`src/rtl/resp_sig_compactor_pkg.sv`:
```
// Shared constants, FSM state type and MISR step function for resp_sig_compactor.
package resp_sig_pkg;

  localparam int              SIG_W = 16;
  localparam logic [SIG_W-1:0] SEED  = 16'hFFFF;
  localparam logic [SIG_W-1:0] POLY  = 16'h1021;

  typedef enum logic [1:0] {
    IDLE = 2'd0,
    RUN  = 2'd1,
    DONE = 2'd2
  } state_t;

  // One MISR clock: CRC-style shift/feedback, then fold the 3 response bits into the LSBs.
  function automatic logic [SIG_W-1:0] misr_step(input logic [SIG_W-1:0] s,
                                                 input logic [2:0]       d);
    return ({s[SIG_W-2:0], 1'b0} ^ (s[SIG_W-1] ? POLY : '0)) ^ {{(SIG_W-3){1'b0}}, d};
  endfunction

endpackage

```
`src/rtl/resp_sig_compactor_if.sv`:
```
// Handshake/result bundle for resp_sig_compactor. Golden/pass exist only with RESP_SIG_GOLDEN_EN.
interface resp_sig_compactor_if
  import resp_sig_pkg::*;
#(
  parameter int CNT_W = 8
) ();

  logic             start;
  logic [CNT_W-1:0] len;
  logic             in_valid;
  logic             o;
  logic             p;
  logic             q;
  logic             in_ready;
  logic             busy;
  logic             done;
  logic [SIG_W-1:0] signature;
  logic [CNT_W-1:0] vec_cnt;
`ifdef RESP_SIG_GOLDEN_EN
  logic [SIG_W-1:0] golden;
  logic             pass;
`endif

  modport master (
    output start, len, in_valid, o, p, q,
`ifdef RESP_SIG_GOLDEN_EN
    output golden,
    input  pass,
`endif
    input  in_ready, busy, done, signature, vec_cnt
  );

  modport slave (
    input  start, len, in_valid, o, p, q,
`ifdef RESP_SIG_GOLDEN_EN
    input  golden,
    output pass,
`endif
    output in_ready, busy, done, signature, vec_cnt
  );

endinterface

```
`src/rtl/resp_sig_compactor_misr.sv`:
```
// 16-bit MISR register: load to SEED has priority over an update step.
module misr16
  import resp_sig_pkg::*;
(
  input  logic             clk,
  input  logic             rst,
  input  logic             en,
  input  logic             load,
  input  logic [2:0]       data,
  output logic [SIG_W-1:0] sig
);

  always_ff @(posedge clk or negedge rst) begin
    if (!rst)      sig <= '0;
    else if (load) sig <= SEED;
    else if (en)   sig <= misr_step(sig, data);
  end

endmodule

```
`src/rtl/resp_sig_compactor.sv`:
```
// Response-signature compactor: IDLE/RUN/DONE control around a misr16 instance.
// Optional golden compare (golden input, pass output) enabled by `define RESP_SIG_GOLDEN_EN.
module resp_sig_compactor
  import resp_sig_pkg::*;
#(
  parameter int CNT_W = 8
) (
  input  logic                 clk,
  input  logic                 rst,
  resp_sig_compactor_if.slave  bus
);

  state_t           state_q, state_d;
  logic [CNT_W-1:0] vec_cnt_q;
  logic [CNT_W-1:0] len_q;
  logic             load;
  logic             accept;
  logic [2:0]       data;
  logic [SIG_W-1:0] sig_q;

  assign data = {bus.o, bus.p, bus.q};

  always_ff @(posedge clk or negedge rst) begin
    if (!rst) state_q <= IDLE;
    else      state_q <= state_d;
  end

  always_comb begin
    state_d = state_q;
    load    = 1'b0;
    accept  = 1'b0;
    case (state_q)
      IDLE: begin
        if (bus.start) begin
          load    = 1'b1;
          state_d = (bus.len != '0) ? RUN : DONE;
        end
      end
      RUN: begin
        accept = bus.in_valid;
        if (accept && (vec_cnt_q == len_q - CNT_W'(1))) state_d = DONE;
      end
      DONE:    state_d = IDLE;
      default: state_d = IDLE;
    endcase
  end

  // len is captured at start so a change mid-run cannot move the end point.
  always_ff @(posedge clk or negedge rst) begin
    if (!rst) begin
      vec_cnt_q <= '0;
      len_q     <= '0;
    end else if (load) begin
      vec_cnt_q <= '0;
      len_q     <= bus.len;
    end else if (accept) begin
      vec_cnt_q <= vec_cnt_q + CNT_W'(1);
    end
  end

  misr16 u_misr (
    .clk  (clk),
    .rst  (rst),
    .en   (accept),
    .load (load),
    .data (data),
    .sig  (sig_q)
  );

  assign bus.in_ready  = (state_q == RUN);
  assign bus.busy      = (state_q == RUN);
  assign bus.done      = (state_q == DONE);
  assign bus.signature = sig_q;
  assign bus.vec_cnt   = vec_cnt_q;

`ifdef RESP_SIG_GOLDEN_EN
  // Compare against the value the MISR takes on the DONE-entry edge so pass lines up with done.
  logic [SIG_W-1:0] final_sig;
  logic             pass_q;

  assign final_sig = (state_q == IDLE) ? SEED : misr_step(sig_q, data);

  always_ff @(posedge clk or negedge rst) begin
    if (!rst)                                      pass_q <= 1'b0;
    else if (state_d == DONE && state_q != DONE)   pass_q <= (final_sig == bus.golden);
    else if (load)                                 pass_q <= 1'b0;
  end

  assign bus.pass = pass_q;
`endif

endmodule

```
`src/flat_wrapper.sv`:
```
// flat-port wrapper written by rule: the top's interface ports become plain ports
module resp_sig_compactor_flat import resp_sig_pkg::*;
#(
  parameter int CNT_W = 8
)
  (clk, rst, bus_start, bus_len, bus_in_valid, bus_o, bus_p, bus_q, bus_in_ready, bus_busy, bus_done, bus_signature, bus_vec_cnt);
  resp_sig_compactor_if #(.CNT_W(CNT_W)) bus_i ();
  input  logic clk;
  input  logic rst;
  input wire logic [$bits(bus_i.start)-1:0] bus_start;
  input wire logic [$bits(bus_i.len)-1:0] bus_len;
  input wire logic [$bits(bus_i.in_valid)-1:0] bus_in_valid;
  input wire logic [$bits(bus_i.o)-1:0] bus_o;
  input wire logic [$bits(bus_i.p)-1:0] bus_p;
  input wire logic [$bits(bus_i.q)-1:0] bus_q;
  output wire logic [$bits(bus_i.in_ready)-1:0] bus_in_ready;
  output wire logic [$bits(bus_i.busy)-1:0] bus_busy;
  output wire logic [$bits(bus_i.done)-1:0] bus_done;
  output wire logic [$bits(bus_i.signature)-1:0] bus_signature;
  output wire logic [$bits(bus_i.vec_cnt)-1:0] bus_vec_cnt;
  assign bus_i.start = bus_start;
  assign bus_i.len = bus_len;
  assign bus_i.in_valid = bus_in_valid;
  assign bus_i.o = bus_o;
  assign bus_i.p = bus_p;
  assign bus_i.q = bus_q;
  assign bus_in_ready = bus_i.in_ready;
  assign bus_busy = bus_i.busy;
  assign bus_done = bus_i.done;
  assign bus_signature = bus_i.signature;
  assign bus_vec_cnt = bus_i.vec_cnt;
  resp_sig_compactor #(.CNT_W(CNT_W)) u_core (.clk(clk), .rst(rst), .bus(bus_i));
endmodule
```
`config.mk`:
```
export PLATFORM = sky130hd
export DESIGN_NAME = resp_sig_compactor_flat
export DESIGN_NICKNAME = d
export VERILOG_FILES = /design/src/rtl/resp_sig_compactor_pkg.sv /design/src/rtl/resp_sig_compactor_if.sv /design/src/rtl/resp_sig_compactor_misr.sv /design/src/rtl/resp_sig_compactor.sv /design/src/flat_wrapper.sv
export SDC_FILE = /design/constraint.sdc
export NUM_CORES = 1
export LEC_CHECK = 0
export ABC_AREA = 0
export ABC_CLOCK_PERIOD_IN_PS = 2300
export BUFFER_PORTS_ARGS = -buffer_cell sky130_fd_sc_hd__clkbuf_2
export CORE_MARGIN = 4
export CORE_UTILIZATION = 47
export DETAILED_ROUTE_END_ITERATION = 8
export GPL_TIMING_DRIVEN = 0
export PLACE_DENSITY = 0.81
export SYNTH_ARGS = -nofsm -noshare
export SYNTH_HDL_FRONTEND = slang
export SYNTH_SLANG_ARGS = --single-unit
```
`constraint.sdc`:
```
create_clock -name clk -period 2.3 [get_ports clk]
set_clock_uncertainty 0.1 [all_clocks]
set_input_delay 0.345 -clock clk [delete_from_list [all_inputs] [get_ports clk]]
set_output_delay 0.345 -clock clk [all_outputs]
set_load 0.05 [all_outputs]
```
==> results of run 1 <==
-- layout make-up --
| cell class | count | area [um2] |
|---|---|---|
| multi-input cells | 116 | 788.3 |
| clock inverters | 1 | 30.03 |
| repair buffers | 44 | 227.7 |
| clock buffers | 6 | 51.30 |
| fillers | 325 | 1309 |
| plain buffers | 9 | 37.54 |
| flip-flops and latches | 34 | 850.8 |
| inverters | 3 | 11.26 |
| well taps | 46 | 57.56 |
-- where the power goes --
group          internal, mW  switching [mW]
clock                 0.253           0.198
sequential            0.847           0.271
combinational         0.644            1.24
-- layout by cell type, fill, tap and decap left out, types with 2 or more instances in the layout --
cell / n
clkbuf_2: 41
dfrtp_1: 34
nand2_1: 30
xnor2_1: 14
xor2_1: 11
o22a_1: 11
nor2_1: 9
clkbuf_1: 6
nor4_1: 6
clkbuf_4: 5
buf_4: 4
inv_1: 3
a21oi_1: 3
o211ai_1: 3
nand4_1: 3
o21ai_1: 3
buf_1: 2
and3_1: 2
or4_4: 2
nor3_1: 2
ha_1: 2
-- how the worst max path moves through the flow --
| stage | startpoint | end | slack, ns |
|---|---|---|---|
| floorplan | u_core.len_q[0] | u_core.state_q[0] | 0.09 |
| global placement | u_core.len_q[0] | u_core.state_q[0] | -0.03 |
| detailed placement | u_core.len_q[0] | u_core.state_q[0] | -0.08 |
| CTS | u_core.len_q[1] | u_core.state_q[0] | 0.01 |
| global route | u_core.len_q[0] | u_core.state_q[0] | -0.06 |
| finish | u_core.len_q[2] | u_core.state_q[0] | 0.01 |
-- worst max-delay path, cell delays in order, from the launching register on --
cell and delay (ns):
dfrtp_1 0.47, or4_4 0.51, or4_4 0.44, a221oi_4 0.30, o311ai_2 0.14, a22o_1 0.24
-- timing repair --
item / in CTS / in global routing
hold buffers: 0 / 0
gates resized for setup: 3 / 1
setup endpoints to repair: 1 / 2
pin swaps: 4 / 1
buffers inserted: 3 / 0
-- logic make-up (layout without fill, tap and decap cells) --
group / Yosys count / in the layout / synth area share
buf+inv: 12 / 63 / 0.02944
xor+xnor: 25 / 25 / 0.1321
flops: 34 / 34 / 0.5132
fa+ha+maj: 2 / 2 / 0.01509
simple gates: 63 / 63 / 0.1864
compound gates: 25 / 25 / 0.1177
mux: 1 / 1 / 0.006038
-- synth_stat cells, types with 3 or more instances --
| cell type | number |
|---|---|
| o22a_1 | 11 |
| nor4_1 | 6 |
| nor2_1 | 9 |
| a21oi_1 | 3 |
| inv_1 | 3 |
| xnor2_1 | 14 |
| clkbuf_1 | 6 |
| o211ai_1 | 3 |
| dfrtp_1 | 34 |
| nand2_1 | 30 |
| o21ai_1 | 3 |
| xor2_1 | 11 |
| nand4_1 | 3 |
-- flip-flops by register name (all words and copies together) (netlist names) --
signal / count
u_core.bus.vec_cnt: 8
u_core.len_q: 8
u_core.state_q: 2
u_core.u_misr.sig: 16
-- routing by layer --
metal	routed length, um	part of all wire
met1	1587	0.44
met2	1688	0.47
met3	248	0.069
met4	70	0.019
met5	0	0
==> run metrics, run 1 <==
CTS root buf clkbuf_4; DP Area 1923 um2; vias per cell 5.108; initial antenna violation count 0; R2R cell count 5; Die Y 67.39 um; final setup fails 0; 1st-iter DRT viols 58; slew margin rel. 0.4560; FF-to-FF Start u_core.len_q[2]; post-layout util 0.6109; IO Count 42; EDFF count, synth 0; sequential area share after synthesis 0.5132; fin nets 230; Netlist cell types 33; CTS tree done; R2R setup slack 0.01 ns; mean post-synth cell area 10.23 um2; Clock Latency Late Sink 0.34 ns; DRC violations left 0; pin count of the biggest net entering global routing 35; crit start category flip-flop; DIE WIDTH 67.39 um; top cell type by total area after synthesis dfrtp_1; Clock Pin Slew Worst Setup and Hold Paths 0.11 ns; Final Power 3.451 mW; fraction of registers with async set or reset after synthesis 1.000; depth of the CTS H-tree 2; CORE AREA 3363 um2; ys flop type dfrtp_1; Yosys top cell area share 0.5132; Layout Cells excl Fill 259; dpl ws -0.08232 ns; clk buf depth 2; Inst Count DP 249; WL/cell 13.88 um; diodes inserted 0; Initial Util 0.4929; critical path required time 2.43 ns; max_cap viols 0; post-synthesis cell area 1658 um2; final hold vios 23; status finished, violations left; IO buf count 41; routing usage on met1 0.2187; vias in the first global route 1268; M2 GR Usage 0.2748; layout cells sized above 1 0.2723; area grow syn2layout 23.92%; GRT Util Overall 0.1740; failing checks negative hold slack; RSZ-0062 raised after global routing true; Setup WS post-layout 0.009962 ns; Rows 21; Hold/Removal Path Class input port to asynchronous set/reset pin; GR Layer Usage met3 0.05491; GR Overflow Total 0; max-slew violations 0; crit-path max FO 6; Mapped Cells 162; hold_ws -0.02940 ns; CP Class flip-flop to flip-flop; post-route ant nets 0; Leak 0.9461 nW; period utilization 0.9957; worst reg2reg endpoint u_core.state_q[0]; Max IR drop VDD 0.9237 mV; CP Capture Type flip-flop; Mapped Nets 179; Seq cells post-synth 34; synth top area cells dfrtp_1 (51%), xnor2_1 (7.4%), nand2_1 (6.8%), o22a_1 (5.8%), xor2_1 (5.8%); critical path arrival 2.42 ns; # clock sinks 34; Final Critical Period 2.290 ns; first-pass GRT wire length 5.802 mm; P per Cell Area 1680 nW/um2; setup TNS 0 ns; GRT Max-Usage Layer met2; Least-Margin Pin Slew 0.8159 ns; fmax 436.7 MHz; TritonCTS buffer count 5; Initial DRT Pass Iterations 4; Final Cell Area 2054 um2; hpwl dp 2.648 mm; drt total wl 3.594 mm; Via Count 1323; Syn. warnings 0; full die area 4541 um2; GPL Wtd Cong 0.7725
Power figures use the tool's default switching activity.
==> run 2, diff against run 1 <==
ABC_AREA = 1   (was 0)
CAP_MARGIN = 40   (was not set)
CORE_MARGIN = not set   (was 4)
CORE_UTILIZATION = 48   (was 47)
==> run metrics, run 2 <==
Syn. warnings 0; Layout Cells excl Fill 326; # clock sinks 34; top cell type by total area after synthesis dfrtp_1; crit start category flip-flop; post-synthesis cell area 1836 um2; status complete, no violations; top post-synthesis cells by count nand2_1 (46), inv_1 (35), dfrtp_1 (34); vias per cell 5.006; setup TNS 0 ns; diodes inserted 0; full die area 4076 um2; Rows 22; Inst Count DP 318; depth of the CTS H-tree 2; most common cell after layout, fill and taps aside nand2_1; synth top area cells dfrtp_1 (46%), nand2_1 (9.4%), inv_1 (7.2%), nor2_1 (5.3%), o21ai_0 (5.2%); hpwl dp 3.058 mm; R2R cell count 12; Clock Pin Slew Worst Setup and Hold Paths 0.07 ns; DIE WIDTH 63.84 um; initial antenna violation count 0; Final Cell Area 2251 um2; DRC violations left 0; TritonCTS buffer count 5; P per Cell Area 1474 nW/um2; RSZ-0062 raised after global routing false; most frequent cells in the layout nand2_1 (46), clkbuf_2 (41), inv_1 (35), dfrtp_1 (34), nor2_1 (26); EDFF count, synth 0; count leader, synth nand2_1; DP Area 2128 um2; fmax 551.5 MHz; GPL Wtd Cong 0.9071; final setup fails 0; Netlist cell types 31; GR Overflow Total 0; Mapped Cells 228; CTS tree done; sequential area share after synthesis 0.4635; Final Critical Period 1.813 ns; Mapped Nets 245; fin nets 295; layout cells sized above 1 0.2302; CP Capture Type flip-flop; post-layout util 0.6148; post-CTS setup buffer count 0; WL/cell 12.28 um; Die Y 63.84 um; max-slew violations 0; Yosys top cell area share 0.4635; max_cap viols 0; vias in the first global route 1481; post-route ant nets 0; Max IR drop VDD 0.6776 mV; Seq cells post-synth 34; ys flop type dfrtp_1; IO Count 42; critical path arrival 1.89 ns; Via Count 1632; slew margin rel. 0.7280; mean post-synth cell area 8.050 um2; Biggest register u_core.u_misr.sig; Clock Latency Late Sink 0.29 ns; Initial DRT Pass Iterations 4; IO buf count 41; CTS root buf clkbuf_8; crit-path max FO 5; GRT Util Overall 0.2161; final hold vios 0; Initial Util 0.5014; clk buf depth 2; Largest register FFs 16; Least-Margin Pin Slew 0.4080 ns; pin count of the biggest net entering global routing 22; CORE AREA 3661 um2; critical path required time 2.37 ns; first-pass GRT wire length 6.658 mm; Leak 1.162 nW; 1st-iter DRT viols 69; CP Class flip-flop to flip-flop; drt total wl 4.003 mm; area grow syn2layout 22.63%; fraction of registers with async set or reset after synthesis 1.000; hold_ws 0.1858 ns; period utilization 0.7884; WHS Path Cells 3; Hold/Removal Path Class input port to flip-flop
[run 2: changes by cell type after synthesis, sizes merged, moves of 6 or more]
cell / change
nand3: +10
nand2: +20
xnor2: -11
o22a: -11
a22oi: +8
inv: +35
a21oi: +6
o21ai: +18
nor2: +20
[run 2: metal layers]
layer | share of wire | global-route usage
met1 | 0.44 | 0.2798
met2 | 0.48 | 0.3644
met3 | 0.066 | 0.04643
met4 | 0.0062 | 0.05682
met5 | 0 | 0
[run 2: worst max-delay path, stage by stage, from the launching register on]
cell and delay [ns]:
dfrtp_1 0.40, inv_1 0.14, ha_1 0.26, nand2_1 0.07, nand2_1 0.05, nor2_1 0.10, nand2_1 0.06, nor2_1 0.10
nand2_1 0.06, nor2_1 0.08, nand3_1 0.13, nand2_1 0.09, nand2_1 0.05
[run 2: report_power, final]
group / switching [mW] / internal (mW)
Combinational: 1.24 / 0.494
Sequential: 0.216 / 0.811
Clock: 0.208 / 0.346
[run 2: what timing repair did]
| item | 4_1_cts | 5_1_grt |
|---|---|---|
| endpoints found under the hold margin | 13 | 0 |
| resized for setup | 0 | 0 |
| hold buffers | 1 | 0 |
[run 2: path summary, 6_finish.rpt]
path                       slack, ns            start                    end
setup / recovery                0.49  u_core.len_q[0]      u_core.state_q[0]
hold / removal                  0.19       bus_len[3]        u_core.len_q[3]
setup reg to reg                0.49  u_core.len_q[0]      u_core.state_q[0]
hold reg to reg                 0.45  u_core.len_q[1]        u_core.len_q[1]
max in group asynchronous       1.24              rst  u_core.u_misr.sig[15]
min in group asynchronous       0.43              rst        u_core.len_q[5]
[run 2: stage by stage]
step	power (mW)	setup WS (ns)
after detailed placement	2.765	0.4847
after global routing	3.554	0.2779
after global placement	2.714	0.4788
after floorplan	2.357	0.6697
final	3.317	0.4868
after CTS	3.333	0.4605
[run 2: kinds of logic after synthesis]
group / count (synthesis) / share of synthesized area
AO/OA/AOI/OAI: 44 / 0.1384
XOR/XNOR: 10 / 0.04772
adder cells (fa/ha/maj): 2 / 0.01363
buffers and inverters: 43 / 0.09475
flip-flops: 34 / 0.4635
AND/OR/NAND/NOR: 95 / 0.2420
[run 2: cell type report]
class | instances | area, um2
Clock inverter | 1 | 30.03
Multi-Input combinational cell | 151 | 810.8
Timing Repair Buffer | 43 | 242.7
Sequential cell | 34 | 850.8
Fill cell | 354 | 1410
Buffer | 4 | 27.53
Clock buffer | 6 | 82.58
Inverter | 39 | 146.4
Tap cell | 48 | 60.06
